`src/rtl/updown_counter_mod.sv`:
```
// updown_counter_mod: up/down modulo-(MAX+1) counter with prescaler, clear/load and terminal-count pulse.
// Define UDCNT_SATURATE_EN to hold at MAX/0 on a boundary step instead of wrapping.
module updown_counter_mod #(
    parameter int WIDTH = 6,
    parameter int MAX   = 63,
    parameter int DIV   = 1
) (
    input  logic             clock,
    input  logic             rst_n,
    input  logic             en,
    input  logic             dir,
    input  logic             clr,
    input  logic             load,
    input  logic [WIDTH-1:0] load_val,
    output logic [WIDTH-1:0] counter,
    output logic             tc,
    output logic             at_max,
    output logic             at_min
);
    localparam int PW = (DIV > 1) ? $clog2(DIV) : 1;
    localparam logic [WIDTH-1:0] MAXV = WIDTH'(MAX);
    localparam logic [PW-1:0] PLAST = PW'(DIV - 1);

    logic [WIDTH-1:0] cnt_q, cnt_d, step_v, edge_v;
    logic [PW-1:0]    pcnt_q, pcnt_d;
    logic             tc_q, tc_d, bnd;

    assign bnd    = dir ? (cnt_q == '0) : (cnt_q == MAXV);
    assign step_v = dir ? cnt_q - 1'b1 : cnt_q + 1'b1;
`ifdef UDCNT_SATURATE_EN
    assign edge_v = cnt_q;
`else
    assign edge_v = dir ? MAXV : '0;
`endif

    always_comb begin
        cnt_d  = cnt_q;
        pcnt_d = pcnt_q;
        tc_d   = 1'b0;
        if (clr) begin
            cnt_d  = dir ? MAXV : '0;
            pcnt_d = '0;
        end else if (load) begin
            cnt_d  = (load_val > MAXV) ? MAXV : load_val;
            pcnt_d = '0;
        end else if (en && pcnt_q == PLAST) begin
            pcnt_d = '0;
            tc_d   = bnd;
            cnt_d  = bnd ? edge_v : step_v;
        end else if (en) begin
            pcnt_d = pcnt_q + PW'(1);
        end
    end

    always_ff @(posedge clock or negedge rst_n) begin
        if (!rst_n) begin
            cnt_q  <= '0;
            pcnt_q <= '0;
            tc_q   <= 1'b0;
        end else begin
            cnt_q  <= cnt_d;
            pcnt_q <= pcnt_d;
            tc_q   <= tc_d;
        end
    end

    assign counter = cnt_q;
    assign tc      = tc_q;
    assign at_max  = (cnt_q == MAXV);
    assign at_min  = (cnt_q == '0);
endmodule
```
`config.mk`:
```
export PLATFORM = sky130hd
export DESIGN_NAME = updown_counter_mod
export DESIGN_NICKNAME = d
export VERILOG_FILES = /design/src/rtl/updown_counter_mod.sv
export SDC_FILE = /design/constraint.sdc
export NUM_CORES = 1
export LEC_CHECK = 0
export CAP_MARGIN = 15
export CORE_AREA = 5 5 46 48
export CTS_BUF_LIST = sky130_fd_sc_hd__clkbuf_8
export DETAILED_ROUTE_END_ITERATION = 12
export DIE_AREA = 0 0 51 53
export HOLD_SLACK_MARGIN = 0.12
export PLACE_DENSITY = 0.87
export SLEW_MARGIN = 20
export SYNTH_ARGS = -nofsm -noshare
export SYNTH_HDL_FRONTEND = slang
export SYNTH_SLANG_ARGS = --single-unit
export TNS_END_PERCENT = 1
```
`constraint.sdc`:
```
create_clock -name clock -period 2.5 [get_ports clock]
set_input_delay 0.5 -clock clock [delete_from_list [all_inputs] [get_ports clock]]
set_output_delay 0.5 -clock clock [all_outputs]
set_load 0.01 [all_outputs]
```
# Word-level counts from Yosys, hierarchy flattened
# Cells that the tools add are included.
dict set report op_classes {
  n_bitwise 1
  n_mux 15
  order_cmp 1
  n_eq_ne 1
  n_addsub 3
  reduce_logical 4
}
# cell count
set op_table {}
lappend op_table {{$mux W6} 7}
lappend op_table {{$mux W1} 8}
lappend op_table {{$add A6 B1 Y6 const B} 1}
lappend op_table {{$eq A6 B6 Y1 const B} 1}
lappend op_table {{$gt A6 B6 Y1 const B} 1}
lappend op_table {{$logic_not A6 Y1} 1}
lappend op_table {{$sub A6 B1 Y6 const B} 1}
lappend op_table {{$reduce_bool A4 Y1} 1}
lappend op_table {{$reduce_bool A3 Y1} 1}
lappend op_table {{$add A1 B1 Y1 const B} 1}
lappend op_table {{$logic_and A1 B1 Y1} 1}
lappend op_table {{$not A1 Y1} 1}
dict set report word_totals {
  reg_bits 8
  elab_cells 28
  input_bits 12
  output_inout_bits 9
}

# Logic depth before layout (Yosys ltp)
dict set report depth {
  word_depth 6
  depth_mapped 8
  depth_no_buf 7
}

# Worst setup path before layout
# No wires, ideal clock.
dict set report synth_path {
  path_type {input -> register}
  from {input dir}
  to {register cnt_q[4] (netlist: counter[4])}
  path_stages 8
  setup_ns 0.128
  n_path_buf 1
  arrival_time_ns 1.712
  setup_slack_ns 0.660
  cell_sequence {buf_2 -> inv_1 -> fa_1 -> nor2b_1 -> o21a_1 -> o21ai_0 -> a32oi_1 -> o21ai_0}
}
dict set report synth_between {
  elab_chain_len 5
}
# item line_no
set synth_lines {}
lappend synth_lines {{start, declared} 11} ;# input logic dir,
lappend synth_lines {{$mux W6, or another cell as far along} 29} ;# assign step_v = dir ? cnt_q - 1'b1 : cnt_q + 1'b1;
lappend synth_lines {{$mux W6} 49} ;# cnt_d = bnd ? edge_v : step_v;
lappend synth_lines {{$mux W6} 46} ;# end else if (en && pcnt_q == PLAST) begin
lappend synth_lines {{$mux W6} 43} ;# end else if (load) begin
lappend synth_lines {{$mux W6 *} 40} ;# if (clr) begin
lappend synth_lines {{end signal, assigned} 61} ;# cnt_q <= cnt_d;
lappend synth_lines {{end, declared} 24} ;# logic [WIDTH-1:0] cnt_q, cnt_d, step_v, edge_v;
# Mark *: on every way between the ends. The rest lies on a longest branch, timed or not. The select of a mux whose other input is x is not followed.
# A chain may end at the register's enable or synchronous reset.

# Final worst setup path
dict set report layout_path {
  from {register cnt_q[0] (netlist: counter[0])}
  to {output at_max}
}
dict set report layout_between {
  elab_chain_len 1
}
# item line_no
set layout_lines {}
lappend layout_lines {{$eq A6 B6 Y1} 69} ;# assign at_max = (cnt_q == MAXV);
lappend layout_lines {{end, declared} 17} ;# output logic at_max,
# Every way passes these cells.

==> results.sh <==
export IMPL_cts_resized_gates=0
export IMPL_vias=848
export IMPL_routed_wl_um=2170
export IMPL_initial_utilization=0.451
export IMPL_cp_max_fo=7
export IMPL_dpl_cell_area_um2=987
export IMPL_vdd_drop_max_v=0.000231
export IMPL_core_area_um2=1670
export IMPL_overflow=0
export IMPL_dp_hpwl_um=1710
export IMPL_clock_latency_ps=240
export IMPL_final_cell_mix="clkdlybuf4s50_1, nand2_1, nor2_1, o21ai_0"
export IMPL_die_area_um2=2700
export IMPL_setup_viol=0
export IMPL_first_pass_iters=5
export IMPL_synth_flop_cell="dfrtp_1"
export IMPL_clockBufferDepth=2
export IMPL_postSynth_asyncResetShare=1.00
export IMPL_syn_area_per_cell_um2=7.53
export IMPL_layout_nets=142
export IMPL_clockRootBuffer="clkbuf_8"
export IMPL_row_count=15
export IMPL_wire_per_inst_um=15.5
export IMPL_fmax_ghz=0.428
export IMPL_ys_types=32
export IMPL_synthCells=100
export IMPL_design_area_um2=1030
export IMPL_grt_max_degree=13
export IMPL_postCtsSetupRepairBufs=0
export IMPL_post_route_min_period_ps=2340
export IMPL_fillers=160
export IMPL_crit_type="reg -> out"
export IMPL_tightestPinTransition_ps=407
export IMPL_crit_arrival_ps=1840
export IMPL_synth_area_um2=753
export IMPL_yosys_register_bits=8
export IMPL_status="completed"
export IMPL_yosysSeqAreaShare=0.266
export IMPL_htree_levels=1
export IMPL_grtUsageTotal=0.176
export IMPL_dp_slack_ps=16.4
export IMPL_synth_nets=117
export IMPL_die_w_um=51
export IMPL_drc=0
export IMPL_rsz0062_at_grt="false"
export IMPL_p_per_area_nw_per_um2=514
export IMPL_ant_nets=0
export IMPL_critical_path_required_ps=2000
export IMPL_cts_tree="built"
export IMPL_ys_warnings_count=0
export IMPL_drtIter0Drc=25
export IMPL_path_clk_slew_ps=40
export IMPL_grt_pass1_wl_um=3550
export IMPL_finalSetupTns_ps=0
export IMPL_clock_skew_ps=5.12
export IMPL_fin_cells=140
export IMPL_power_leakage_nw=0.467
export IMPL_fin_ws_ps=164
export IMPL_holdWs_ps=553
export IMPL_cts_hold_buf=0
export IMPL_max_cap_violations=0
export IMPL_synth_edf_count=0
export IMPL_power_uw=529
export IMPL_finalCritPeriodShare=0.934
export IMPL_cts_made_buffers=3
export IMPL_antenna_found_initial=0
export IMPL_vias_per_cell=6.06
export IMPL_cp_startpoint="counter[0]"
export IMPL_dp_cells=137
export IMPL_relSlewSlack=0.728
export IMPL_cts_sinks=8
export IMPL_drv_slew=0
export IMPL_grt_pass1_vias=819
export IMPL_r2r_start="counter[1]"
export IMPL_fp_dieH_um=53
export IMPL_syn2layout_area_growth_pct=36.5
export IMPL_critPathLaunchType="register"
export IMPL_gp_congestion=0.922
export IMPL_layout_drive_gt1_share=0.0894
export IMPL_diodes=0
export IMPL_port_buffers=20
export IMPL_ios=21
export IMPL_final_common_cell="clkdlybuf4s50_1"
export IMPL_cp_end_kind="output pin"
export IMPL_final_util=0.616
export IMPL_finalHoldViolCount=0
export IMPL_hold_path_class="in -> async"
## Yosys cell counts, types with 2 or more instances
cell type	n	area, µm²
dfrtp_1	8	200
nor4b_1	2	17.5
or3_1	2	12.5
a211o_1	2	17.5
clkbuf_1	2	7.51
nor2b_1	2	12.5
o21a_1	2	15.0
nand2_1	15	56.3
a21oi_1	8	40.0
nor2_1	12	45.0
a32o_1	2	20.0
inv_1	8	30.0
buf_2	2	10.0
o21ai_0	12	60.1
ha_1	4	50.1
## cell type report
cell class                 instances  area [µm²]  share of cell area
timing repair buffer              24         230               0.224
tap                               17        21.3              0.0207
inverter                           8        30.0              0.0292
clock buffer                       3        41.3              0.0401
sequential                         8         200               0.195
multi-input combinational         80         505               0.491
## layer usage
metal  vias to the layer above  track usage  wire length, µm
met2                        37        0.311             1090
met3                         9       0.0479              163
met5                         -            0                0
met4                         0       0.0987               58
met1                       401        0.189              857
li1                        401            -                -
## where the power goes
group / leakage, nW / internal (mW) / switching [mW] / total (mW)
Sequential: 0.0989 / 0.142 / 0.0216 / 0.164
Combinational: 0.347 / 0.106 / 0.101 / 0.206
Clock: 0.0216 / 0.105 / 0.0546 / 0.159
## worst max-delay path, cell delays in order (launching register included)
cell and delay [ps]:
dfrtp_1 450, nand2_1 90, or3_4 440, inv_1 90
clkdlybuf4s50_1 530
## state kept, by name (all words and copies together), names as in the netlist
name,count
counter,6
pcnt_q,1
tc,1
## path summary, 6_finish.rpt
kind	end	slack, ps	cells past startpoint
setup / recovery	at_max	160	4
hold / removal	tc	550	1
setup reg to reg	counter[5]	620	6
hold reg to reg	pcnt_q	600	1
max in group asynchronous	counter[5]	1670	1
min in group clock	pcnt_q	600	1
## cell families (layout without fill, tap and decap cells)
group	after synthesis	in the layout	synth area share
buffers and inverters	12	35	0.0631
XOR/XNOR	2	2	0.0233
AND/OR/NAND/NOR	37	37	0.229
flip-flops	8	8	0.266
AO/OA/AOI/OAI	36	36	0.326
adder cells (fa/ha/maj)	5	5	0.0930
No activity file was read; power rests on OpenSTA's default activity.
==> variant, RTL diff (same settings) <==
Set the parameter `WIDTH` to 3 (it was 6).
--- a/src/rtl/updown_counter_mod.sv
+++ b/src/rtl/updown_counter_mod.sv
@@ -3,3 +3,3 @@
 module updown_counter_mod #(
-    parameter int WIDTH = 6,
+    parameter int WIDTH = 3,
     parameter int MAX   = 63,
Ports: changed (resized counter and load_val); port bits go from 21 to 15. The function was not compared with the original's and may differ.
==> variant against the original RTL <==
  * Wire length fell by 51%
  * Setup slack better by 0.077 ns
  * Synthesized area fell by 50%
  * Synthesized cell count is 58% lower
  * Sequential cell count decreased by 3
  * Die area did not move
  * Final area decreased by 43%
  * Total power is 32% lower
==> variant: results (changes against the original RTL) <==
Route:
- The initial detailed-routing violation count is 4 (-84%).
- The detailed-router iteration count before antenna repair is 4 (-1).
- The detailed-route via count is 384 (-55%).
- The met3 wire length is 86 µm (-47%).
- The met1 layer wirelength in the final routing came to 469 µm (-45%).
- The mean routed wirelength per cell is 13.7 µm (-12%).

GRT:
- The maximum number of pins on one net before global-route repair is 10 (-3).
- The total global routing track utilization was 0.0907 (-0.0854).
- The met1 capacity usage during global routing is 0.0883 (-0.100).
- The number of global-route vias before repair is 402 (-51%).
- The met3 routing resource usage after global routing is 0.0394 (-0.00845).
- The routing usage on met2 is 0.129 (-0.182).

Place:
- The worst setup slack before clock tree synthesis is -0.00746 ns (-0.0239 ns).
- The post-placement cell area is 542 µm² (-45%).

Timing:
- The clock skew after layout was 0.00475 ns (-0.000372 ns).
- The relative slew slack came to 0.748 (+0.0206).

Layout:
- The total of fill cells in the finished design is 175 (+9.4%).
- The net count of the finished layout is 71 (-50%).
- The flip-flop count of the largest register, all copies and words added is 3 (-3).
- The non-filler instance count after layout was 77 (-45%).
- The fraction of layout cells with a size suffix above 1 is 0.183 (+0.0939).

Yosys:
- After synthesis, the cell types taking the most area are sky130_fd_sc_hd__dfrtp_1, sky130_fd_sc_hd__fa_1, sky130_fd_sc_hd__a2111oi_2.
- The per-instance average area after synthesis is 8.88 µm² (+18%).
- Ranked by instance count, the synthesized netlist is headed by sky130_fd_sc_hd__dfrtp_1, sky130_fd_sc_hd__nand2_1, sky130_fd_sc_hd__inv_1.
- The number of unique standard cell types used by synthesis is 28 (-13%).
- The number of nets in the synthesized netlist is 52 (-56%).

Setup path:
- The highest cell delay on the worst timing path is 0.49 ns (-0.04 ns).
- The highest fanout seen on the critical path is 3 (-4).
- The data arrival time of the critical path is 2.35 ns (+0.51 ns).
- The cell class contributing the biggest share of worst-path delay is simple AND/OR/NAND/NOR gates.

Power:
- The power per standard cell area is 616 nW/µm² (+20%).
- The power in combinational cells is 0.109 mW (-47%).
- The maximum vdd drop is 0.216 mV (-6.4%).
- The cell leakage power is 0.241 nW (-48%).

Outcome:
- The run finished with clean final reports.
## variant: changes by cell type in the layout (fill, tap and decap cells not counted), sizes merged, moves of 3 or more
cell / before / now
ha: 4 / 0
nor2: 12 / 2
o21ai: 12 / 1
clkdlybuf4s50: 20 / 14
inv: 8 / 5
or3: 3 / 0
dfrtp: 8 / 5
a21oi: 8 / 1
nand2: 15 / 4
## variant: logic make-up (layout without fill, tap and decap cells)
kind of cell             Yosys count  in the layout  share of synthesized area
AND/OR/NAND/NOR                   19             19                      0.305
buffers and inverters              6             24                     0.0604
multiplexers                       1              1                     0.0268
XOR/XNOR                           1              1                     0.0235
adder cells (fa/ha/maj)            1              1                     0.0537
AO/OA/AOI/OAI                      9              9                      0.195
flip-flops                         5              5                      0.336
## variant: final cells by class
class | count | area, µm² | share of cell area
Tap cell | 17 | 21.3 | 0.0362
Clock buffer | 3 | 41.3 | 0.0704
Inverter | 4 | 15.0 | 0.0256
Clock inverter | 1 | 3.75 | 0.00640
Timing Repair Buffer | 16 | 155 | 0.264
Sequential cell | 5 | 125 | 0.213
Multi-Input combinational cell | 31 | 225 | 0.384
## variant: path summary, 6_finish.rpt
path                                        startpoint                endpoint  slack [ns]  cells after the start
worst max-delay path                               dir  counter[2]$_DFFE_PN0P_        0.24                      7
worst min-delay path                             rst_n  counter[1]$_DFFE_PN0P_        0.49                      1
worst max register to register  counter[0]$_DFFE_PN0P_  counter[2]$_DFFE_PN0P_        0.56                      6
worst min register to register      pcnt_q$_DFFE_PN0P_      pcnt_q$_DFFE_PN0P_        0.53                      1
max in group asynchronous                        rst_n      pcnt_q$_DFFE_PN0P_        1.82                      1
min in group clock                  pcnt_q$_DFFE_PN0P_      pcnt_q$_DFFE_PN0P_        0.53                      1
